$ cat src/rtl/controller_mc_pkg.sv
// Shared definitions for the multi-cycle controller and the ALU.
// Holds the ALU operation encoding, the instruction opcode/funct values
// recognised by the decoder, the controller state encoding and the
// instruction class reported by the decoder to the FSM.
package controller_mc_pkg;

    typedef enum logic [3:0] {
        ALU_NOP = 4'h0,
        ALU_ADD = 4'h1,
        ALU_SUB = 4'h2,
        ALU_AND = 4'h3,
        ALU_OR  = 4'h4,
        ALU_XOR = 4'h5,
        ALU_NOR = 4'h6,
        ALU_SLT = 4'h7,
        ALU_SLL = 4'h8,
        ALU_SRL = 4'h9,
        ALU_BEQ = 4'hA,
        ALU_BNE = 4'hB
    } alu_op_e;

    // Primary opcodes, instruction bits [31:26]
    localparam logic [5:0] OP_RTYPE = 6'h00;
    localparam logic [5:0] OP_J     = 6'h02;
    localparam logic [5:0] OP_BEQ   = 6'h04;
    localparam logic [5:0] OP_BNE   = 6'h05;
    localparam logic [5:0] OP_ADDI  = 6'h08;
    localparam logic [5:0] OP_SLTI  = 6'h0A;
    localparam logic [5:0] OP_ANDI  = 6'h0C;
    localparam logic [5:0] OP_ORI   = 6'h0D;
    localparam logic [5:0] OP_LW    = 6'h23;
    localparam logic [5:0] OP_SW    = 6'h2B;

    // R-type function codes, instruction bits [5:0]
    localparam logic [5:0] FN_SLL = 6'h00;
    localparam logic [5:0] FN_SRL = 6'h02;
    localparam logic [5:0] FN_ADD = 6'h20;
    localparam logic [5:0] FN_SUB = 6'h22;
    localparam logic [5:0] FN_AND = 6'h24;
    localparam logic [5:0] FN_OR  = 6'h25;
    localparam logic [5:0] FN_XOR = 6'h26;
    localparam logic [5:0] FN_NOR = 6'h27;
    localparam logic [5:0] FN_SLT = 6'h2A;

    typedef enum logic [2:0] {
        ST_FETCH,
        ST_DECODE,
        ST_EXEC,
        ST_MEM,
        ST_WB
    } state_e;

    typedef enum logic [2:0] {
        CL_RTYPE,
        CL_ITYPE,
        CL_LOAD,
        CL_STORE,
        CL_BRANCH,
        CL_JUMP,
        CL_ILLEGAL
    } iclass_e;

endpackage

$ cat src/rtl/controller_mc_alu_decoder.sv
// alu_decoder: combinational instruction decoder.
// Ports:
//   opcode  [5:0] in  - latched instruction bits [31:26]
//   funct   [5:0] in  - latched instruction bits [5:0]
//   alu_op  [3:0] out - ALU operation (NOP for jump/illegal)
//   illegal       out - instruction is not decodable
//   iclass        out - instruction class used by the controller FSM
module alu_decoder
    import controller_mc_pkg::*;
(
    input  logic [5:0] opcode,
    input  logic [5:0] funct,
    output logic [3:0] alu_op,
    output logic       illegal,
    output iclass_e    iclass
);

    always_comb begin
        alu_op = ALU_NOP;
        iclass = CL_ILLEGAL;
        case (opcode)
            OP_RTYPE: begin
                iclass = CL_RTYPE;
                case (funct)
                    FN_ADD:  alu_op = ALU_ADD;
                    FN_SUB:  alu_op = ALU_SUB;
                    FN_AND:  alu_op = ALU_AND;
                    FN_OR:   alu_op = ALU_OR;
                    FN_XOR:  alu_op = ALU_XOR;
                    FN_NOR:  alu_op = ALU_NOR;
                    FN_SLT:  alu_op = ALU_SLT;
                    FN_SLL:  alu_op = ALU_SLL;
                    FN_SRL:  alu_op = ALU_SRL;
                    default: iclass = CL_ILLEGAL;
                endcase
            end
            OP_ADDI: begin alu_op = ALU_ADD; iclass = CL_ITYPE;  end
            OP_ANDI: begin alu_op = ALU_AND; iclass = CL_ITYPE;  end
            OP_ORI:  begin alu_op = ALU_OR;  iclass = CL_ITYPE;  end
            OP_SLTI: begin alu_op = ALU_SLT; iclass = CL_ITYPE;  end
            OP_LW:   begin alu_op = ALU_ADD; iclass = CL_LOAD;   end
            OP_SW:   begin alu_op = ALU_ADD; iclass = CL_STORE;  end
            OP_BEQ:  begin alu_op = ALU_BEQ; iclass = CL_BRANCH; end
            OP_BNE:  begin alu_op = ALU_BNE; iclass = CL_BRANCH; end
            OP_J:    begin alu_op = ALU_NOP; iclass = CL_JUMP;   end
            default: begin alu_op = ALU_NOP; iclass = CL_ILLEGAL; end
        endcase
    end

    assign illegal = (iclass == CL_ILLEGAL);

endmodule

$ cat src/rtl/controller_mc.sv
// controller_mc: multi-cycle processor control FSM
// (FETCH -> DECODE -> EXEC -> [MEM] -> [WB] -> FETCH).
// Ports:
//   clk, rst (async, active low)
//   opcode, funct   - instruction fields, latched in DECODE
//   Zero            - ALU zero/condition flag, used in EXEC for branches
//   mem_ready       - memory handshake, honoured only in FETCH and MEM
//   ALUOp           - ALU operation, NOP outside EXEC
//   MemRead/MemWrite, IRWrite/PCWrite/RegWrite - strobes and enables
//   PCSrc           - 0 PC+4, 1 branch target, 2 jump target
//   IorD, ALUSrc, RegDst, MemtoReg - datapath mux selects
//   illegal         - single-cycle flag for an undecodable instruction
module controller_mc
    import controller_mc_pkg::*;
(
    input  logic       clk,
    input  logic       rst,
    input  logic [5:0] opcode,
    input  logic [5:0] funct,
    input  logic       Zero,
    input  logic       mem_ready,
    output logic [3:0] ALUOp,
    output logic       MemRead,
    output logic       MemWrite,
    output logic       IRWrite,
    output logic       PCWrite,
    output logic       RegWrite,
    output logic [1:0] PCSrc,
    output logic       IorD,
    output logic       ALUSrc,
    output logic       RegDst,
    output logic       MemtoReg,
    output logic       illegal
);

    state_e     state, state_nxt;
    logic [5:0] op_q, fn_q;

    logic [3:0] dec_alu;
    logic       dec_illegal;
    iclass_e    dec_class;

    logic [3:0] alu_c;
    logic       mr_c, mw_c, irw_c, pcw_c, rw_c;
    logic [1:0] pcsrc_c;
    logic       iord_c, alusrc_c, regdst_c, m2r_c, ill_c;

    alu_decoder u_dec (
        .opcode  (op_q),
        .funct   (fn_q),
        .alu_op  (dec_alu),
        .illegal (dec_illegal),
        .iclass  (dec_class)
    );

    always_ff @(posedge clk or negedge rst) begin
        if (!rst) begin
            state <= ST_FETCH;
            op_q  <= '0;
            fn_q  <= '0;
        end else begin
            state <= state_nxt;
            if (state == ST_DECODE) begin
                op_q <= opcode;
                fn_q <= funct;
            end
        end
    end

    always_comb begin
        state_nxt = state;
        alu_c     = ALU_NOP;
        mr_c      = 1'b0;
        mw_c      = 1'b0;
        irw_c     = 1'b0;
        pcw_c     = 1'b0;
        rw_c      = 1'b0;
        pcsrc_c   = 2'd0;
        iord_c    = 1'b0;
        alusrc_c  = 1'b0;
        regdst_c  = 1'b0;
        m2r_c     = 1'b0;
        ill_c     = 1'b0;
        case (state)
            ST_FETCH: begin
                mr_c = 1'b1;
                if (mem_ready) begin
                    irw_c     = 1'b1;
                    pcw_c     = 1'b1;
                    state_nxt = ST_DECODE;
                end
            end
            ST_DECODE: state_nxt = ST_EXEC;
            ST_EXEC: begin
                alu_c = dec_alu;
                ill_c = dec_illegal;
                case (dec_class)
                    CL_RTYPE: state_nxt = ST_WB;
                    CL_ITYPE: begin
                        alusrc_c  = 1'b1;
                        state_nxt = ST_WB;
                    end
                    CL_LOAD, CL_STORE: begin
                        alusrc_c  = 1'b1;
                        state_nxt = ST_MEM;
                    end
                    CL_BRANCH: begin
                        // For both beq and bne the ALU raises Zero when the
                        // branch condition holds, so Zero alone decides taken.
                        if (Zero) begin
                            pcw_c   = 1'b1;
                            pcsrc_c = 2'd1;
                        end
                        state_nxt = ST_FETCH;
                    end
                    CL_JUMP: begin
                        pcw_c     = 1'b1;
                        pcsrc_c   = 2'd2;
                        state_nxt = ST_FETCH;
                    end
                    default: state_nxt = ST_FETCH;
                endcase
            end
            ST_MEM: begin
                iord_c = 1'b1;
                if (dec_class == CL_LOAD) mr_c = 1'b1;
                else                      mw_c = 1'b1;
                if (mem_ready)
                    state_nxt = (dec_class == CL_LOAD) ? ST_WB : ST_FETCH;
            end
            ST_WB: begin
                rw_c      = 1'b1;
                regdst_c  = (dec_class == CL_RTYPE);
                m2r_c     = (dec_class == CL_LOAD);
                state_nxt = ST_FETCH;
            end
            default: state_nxt = ST_FETCH;
        endcase
    end

    // The state register already sits in FETCH during reset; masking with
    // rst keeps every output at 0/NOP until release, independent of clk.
    assign ALUOp    = rst ? alu_c : '0;
    assign MemRead  = rst & mr_c;
    assign MemWrite = rst & mw_c;
    assign IRWrite  = rst & irw_c;
    assign PCWrite  = rst & pcw_c;
    assign RegWrite = rst & rw_c;
    assign PCSrc    = rst ? pcsrc_c : '0;
    assign IorD     = rst & iord_c;
    assign ALUSrc   = rst & alusrc_c;
    assign RegDst   = rst & regdst_c;
    assign MemtoReg = rst & m2r_c;
    assign illegal  = rst & ill_c;

endmodule

$ cat config.mk
export PLATFORM = sky130hd
export DESIGN_NAME = controller_mc
export DESIGN_NICKNAME = d
export VERILOG_FILES = /design/src/rtl/controller_mc_pkg.sv /design/src/rtl/controller_mc_alu_decoder.sv /design/src/rtl/controller_mc.sv
export SDC_FILE = /design/constraint.sdc
export NUM_CORES = 1
export LEC_CHECK = 0
export CAP_MARGIN = 30
export CELL_PAD_IN_SITES_DETAIL_PLACEMENT = 0
export CELL_PAD_IN_SITES_GLOBAL_PLACEMENT = 1
export CORE_MARGIN = 10
export CORE_UTILIZATION = 41
export CTS_BUF_LIST = sky130_fd_sc_hd__clkbuf_2
export CTS_CLUSTER_DIAMETER = 60
export DETAILED_ROUTE_END_ITERATION = 12
export PLACE_DENSITY_LB_ADDON = 0.3
export SYNTH_ARGS = -nofsm -noshare
export SYNTH_HDL_FRONTEND = slang
export SYNTH_HIERARCHICAL = 1
export SYNTH_SLANG_ARGS = --single-unit
$ cat constraint.sdc
create_clock -name clk -period 5.4 [get_ports clk]
set_input_delay 1.35 -clock clk [delete_from_list [all_inputs] [get_ports clk]]
set_output_delay 1.35 -clock clk [all_outputs]
set_load 0.01 [all_outputs]
==> results of run 1 <==
==> layout make-up <==
type,count,share of cell area (%)
clock buffers,4,1.279
inverters,6,1.599
multi-input cells,100,50.36
flip-flops and latches,15,23.98
well taps,31,2.478
repair buffers,32,20.30
==> worst register-to-register path: cells and delay by family (launching register included) <==
kind / cells / cell delay, ns
DFF: 1 / 0.51
AOI/OAI and AO/OA: 3 / 0.93
and+or+nand+nor: 4 / 0.71
==> synthesized netlist by cell type (3+ instances only) <==
master,count,area share (%)
a21oi_1,6,2.4
nor2_1,9,2.7
and3_1,3,1.5
nor2_4,3,2.7
nor2b_1,6,3.0
mux2_4,10,12
o21ai_0,5,2.0
nand2_1,8,2.4
nand3_1,4,1.6
dfrtp_1,15,30
nor4_1,3,1.5
inv_1,5,1.5
and2_1,5,2.5
==> kinds of logic (layout without fill, tap and decap cells) <==
family	count (synthesis)	after routing	share of synthesized area (%)
and+or+nand+nor	56	56	29.86
muxes	14	14	15.59
xor gates and xnor gates	1	1	0.7086
DFF	15	15	30.36
buffers and inverters	10	42	5.870
AOI/OAI and AO/OA	29	29	17.61
==> state kept, by name, indices dropped and copies added, names as in the netlist <==
register  flops
state         3
fn_q          6
op_q          6
==> routing by layer <==
| metal | vias to the layer above | wire length (um) | global-route usage, % |
|---|---|---|---|
| li1 | 533 | - | - |
| met1 | 527 | 1276 | 12.57 |
| met2 | 13 | 1651 | 22.10 |
| met3 | 0 | 104 | 3.679 |
| met4 | 0 | 0 | 0.8403 |
| met5 | - | 0 | 0 |
==> where the power goes <==
group	internal (mW)	switching, mW
Combinational	0.251	0.196
Clock	0.0196	0.0330
Sequential	0.165	0.129
Total	0.436	0.358
==> through the flow <==
| stage | util (%) | power [mW] | instances | hold slack, ns | setup slack [ns] |
|---|---|---|---|---|---|
| 4_1_cts | 55.33 | 0.7985 | 188 | 0.6188 | 0.7804 |
| 5_1_grt | 55.33 | 0.8693 | 188 | 0.6646 | 0.6655 |
| 3_3_place_gp | 54.62 | 0.7308 | 184 | 0.5918 | 0.8262 |
| 2_1_floorplan | - | 0.6481 | 125 | 0.4764 | 2.044 |
| 6_report | 55.33 | 0.7942 | 188 | 0.6135 | 0.8149 |
| 3_5_place_dp | 54.62 | 0.7440 | 184 | 0.6027 | 0.7878 |
==> worst min path at each step <==
stage / start / endpoint / depth (start not counted)
4_1_cts: state[2] / state[0] / 1
5_1_grt: state[2] / state[0] / 1
3_5_place_dp: state[2] / state[0] / 1
6_report: state[2] / state[0] / 1
2_1_floorplan: op_q[2] / op_q[2] / 1
3_3_place_gp: state[2] / state[0] / 1
==> metrics.yaml, run 1 <==
grt:
  grt_pass1_vias: 1128
  grt-ovfl-total: 0
  grt_pass1_wl_mm: 5.209
  grt_max_degree: 13
  grt_usage_pct: 11.57
  grt_antenna_before_repair: 0
floorplanning:
  die_area_um2: 5612
  die_y_um: 74.91
  row_count: 19
  core_area_um2: 2829
  ioPinCount: 32
  dieWidth_um: 74.91
  initial_core_util_pct: 43.70
layout:
  drive_above_1_share_pct: 20.38
  area_delta_synth_final_pct: 26.62
  diodes: 0
  fin_nets: 174
  regArea_um2: 375.4
  layout_common_cells: "clkdlybuf4s50_1 (31), dfrtp_1 (15), mux2_4 (10)"
  fillCellCount: 251
  fin_area_um2: 1565
  multi_input_area_um2: 788.3
  layout_commonest_cell: "clkdlybuf4s50_1"
clock_network:
  insertion_delay_ns: 0.27
  cts_inserted_buffers: 3
  clk_pin_slew_worst_paths_ns: 0.12
  cts_sinks: 15
  postCtsHoldBufs: 0
  cts_tree: "built"
  post_cts_buffers: 0
  clk_path_buf_depth: 2
  h-tree-depth: 1
  cts_root_buf: "clkbuf_2"
  post_cts_resized: 0
setup_path:
  criticalPathCategory: "input port to output port"
  crit_family: "buffers and inverters"
  crit_start: "rst"
  crit_chain: "clkdlybuf4s50_1 > and4bb_4 > nand2_1 > nor3b_2 > clkdlybuf4s50_1"
  cpMostUsedCell: "clkdlybuf4s50_1"
  critPathBufInv: 2
  critPathArrivalTime_ns: 3.24
  rr_worst_depth: 7
  required_ns: 4.05
  crit_cells: 5
  r2r-end: "state[1]"
  startpoint_type: "input port"
  cp-end-kind: "output port"
  cp_max_fo: 9
  r2r_start: "fn_q[3]"
  max_stage_delay_ns: 0.68
  critPathSlowestCell: "clkdlybuf4s50_1"
  crit_end: "PCSrc[1]"
  ff2ff_setup_slack_ns: 3.14
timing:
  min_period_ns: 4.585
  finalCritPeriodShare_pct: 84.91
  hold_violations: 0
  worstMarginPinSlew_ns: 0.7545
  slew_headroom_pct: 49.53
  drv_slew: 0
  rsz0062_at_grt: "no"
  setup_viol: 0
  finalSetupTns_ns: 0
  fmax_mhz: 218.1
  fin_skew_ns: 0.01220
pwr:
  power_density_nw_per_um2: 507.4
  power_leakage_nw: 0.6293
  ir_worst_vdd_v: 0.0003004
flow_run:
  max-cap-violations: 0
placement:
  place_area_um2: 1545
  place_congestion: 0.8648
  dp.final_hpwl_mm: 2.499
  port_buffers: 31
synth:
  synth_edf_count: 0
  synth-main-ff-cell: "dfrtp_1"
  synthesis.nets: 141
  synth.ff_latch_count: 15
  yosysUniqueCellTypes: 48
  ys.warnings.count: 6
  synthCells: 125
  ys_seq_area_share_pct: 30.36
  syn_area_per_cell_um2: 9.889
  synthArstFlopShare_pct: 100.0
  netlist_area_um2: 1236
route:
  drt-pass1-iter-count: 4
  postRouteAntennaNets: 0
  vias_per_cell: 5.707
  routedWlPerCell_um: 16.13
  drt_first_iter_violations: 76
  via_count: 1073
  drc_errors: 0
  wl_mm: 3.032
worst_hold_path:
  hold_path.class: "flip-flop to flip-flop"
status:
  status: "completed"
Note: power is estimated with default switching activity, not from simulation.
==> run 2, diff against run 1 <==
--- a/config.mk
+++ b/config.mk
@@ -9,7 +9,7 @@
 export CELL_PAD_IN_SITES_DETAIL_PLACEMENT = 0
 export CELL_PAD_IN_SITES_GLOBAL_PLACEMENT = 1
 export CORE_MARGIN = 10
-export CORE_UTILIZATION = 41
+export CORE_UTILIZATION = 38
 export CTS_BUF_LIST = sky130_fd_sc_hd__clkbuf_2
 export CTS_CLUSTER_DIAMETER = 60
 export DETAILED_ROUTE_END_ITERATION = 12
==> constraint.sdc (replaced) <==
create_clock -name clk -period 4.7 [get_ports clk]
set_input_delay 1.175 -clock clk [delete_from_list [all_inputs] [get_ports clk]]
set_output_delay 1.175 -clock clk [all_outputs]
set_load 0.01 [all_outputs]
==> run 2 against run 1 <==
Clock-buffer cell count decreased by 1. Global-route usage shrank 1.5 points. Die area is 5.8% higher. First-iteration DRC count rose by 26%. Sequential power is 16% higher. Clock skew fell by 0.0045 ns. Cell area grew 1.0%. Highest routed layer is now met4.
==> metrics.yaml, run 2 (synthesis results as in run 1) <==
clock_network:
  cts_sinks: 15
  insertion_delay_ns: 0.29
  clk_path_buf_depth: 2
  cts_tree: "built"
  postCtsHoldBufs: 0
  cts_inserted_buffers: 3
  post_cts_buffers: 0
  cts_root_buf: "clkbuf_2"
  h-tree-depth: 1
  clk_pin_slew_worst_paths_ns: 0.14
  post_cts_resized: 0
layout:
  layout_common_cells: "clkdlybuf4s50_1 (31), dfrtp_1 (15), mux2_4 (10)"
  diodes: 0
  fin_nets: 174
  area_delta_synth_final_pct: 27.94
  final_util_pct: 51.38
  reg_top3: "fn_q x6, op_q x6, state x3"
  fillCellCount: 291
  layout_commonest_cell: "clkdlybuf4s50_1"
  drive_above_1_share_pct: 20.38
pwr:
  power_switching_mw: 0.4139
  power_density_nw_per_um2: 576.1
  ir_worst_vdd_v: 0.0003251
  p_total_mw: 0.9111
  p_int_mw: 0.4973
  clockPowerShare_pct: 6.6
  power_leakage_nw: 0.6290
  pwr-share-seq_pct: 37.3
  pwr-share-comb_pct: 56.1
  switching_share_pct: 45.42
floorplanning:
  core_area_um2: 3078
  die_y_um: 77.04
  ioPinCount: 32
  initial_core_util_pct: 40.16
  dieWidth_um: 77.04
  die_area_um2: 5934
  row_count: 20
timing:
  fin_skew_ns: 0.007730
  slew_headroom_pct: 51.47
  fmax_mhz: 234.9
  hold_violations: 0
  finalSetupTns_ns: 0
  holdWs_ns: 0.6371
  min_period_ns: 4.257
  setup_viol: 0
  drv_slew: 0
  finalCritPeriodShare_pct: 90.58
  worstMarginPinSlew_ns: 0.7257
  setup_slack_ns: 0.4427
  rsz0062_at_grt: "no"
grt:
  grt-ovfl-total: 0
  grt_pass1_wl_mm: 5.064
  grt_antenna_before_repair: 0
  grt_usage_pct: 10.09
  grt_pass1_vias: 988
  grt_max_degree: 16
setup_path:
  cp-end-kind: "output port"
  cp_max_fo: 11
  criticalPathCategory: "flip-flop to output port"
  startpoint_type: "flip-flop"
  required_ns: 3.52
  critPathArrivalTime_ns: 3.08
route:
  wl_mm: 2.972
  postRouteAntennaNets: 0
  drc_errors: 0
  via_count: 1070
  routedWlPerCell_um: 14.79
  drt_first_iter_violations: 96
  vias_per_cell: 5.323
  drt-pass1-iter-count: 4
status:
  status: "completed"
flow_run:
  max-cap-violations: 0
worst_hold_path:
  hold_path.class: "flip-flop to flip-flop"
placement:
  dp.final_hpwl_mm: 2.399
  pre_cts_slack_ns: 0.6345
  place_congestion: 0.7860
  port_buffers: 31
run 2: cell types whose count changed in the layout (fill, tap and decap cells not counted):
cell and change:
clkbuf_2 -1, clkinv_2 +1
run 2: cell type report:
class	instances	area (um^2)	share of cell area, %
Multi-Input combinational cell	100	788.3	49.84
Tap cell	44	55.05	3.481
Timing Repair Buffer	32	317.8	20.09
Clock buffer	3	15.01	0.9494
Sequential cell	15	375.4	23.73
Clock inverter	1	5.005	0.3165
Inverter	6	25.02	1.582
run 2: power by group through the flow:
stage	clock, mW	sequential, mW	combinational [mW]
finish	0.0601	0.340	0.512
global route	0.0682	0.360	0.571
CTS	0.0607	0.339	0.515
detailed placement	0	0.341	0.512
global placement	0	0.336	0.505
floorplan	0	0.274	0.471
run 2: critical path, cell delays in order, from the launching register on:
cell	delay [ns]
dfrtp_1	0.55
and2b_1	0.35
nand3_1	0.13
o221ai_1	0.57
nand2b_1	0.14
or2_2	0.32
o21ai_0	0.16
clkdlybuf4s50_1	0.57
run 2: stage by stage:
stage | instances | area (um^2)
finish | 201 | 1582
global route | 201 | 1582
CTS | 201 | 1582
detailed placement | 197 | 1562
global placement | 197 | 1562
floorplan | 125 | 1236
run 2: per-layer routing:
layer	up-vias	wire length [um]	track usage (%)
li1	531	-	-
met4	0	25	2.737
met3	3	97	2.214
met1	516	1430	13.77
met2	20	1419	15.51
met5	-	0	0
run 2: path summary, 6_finish.rpt:
| path | startpoint | to | slack (ns) | cells after the start |
|---|---|---|---|---|
| worst max-delay path | op_q[2] | MemRead | 0.44 | 7 |
| worst min-delay path | state[2] | state[1] | 0.64 | 1 |
| worst max register to register | op_q[2] | state[1] | 2.35 | 7 |
| worst min register to register | state[2] | state[1] | 0.64 | 1 |
| max in group asynchronous | rst | op_q[5] | 3.25 | 2 |
| min in group asynchronous | rst | op_q[3] | 1.28 | 2 |
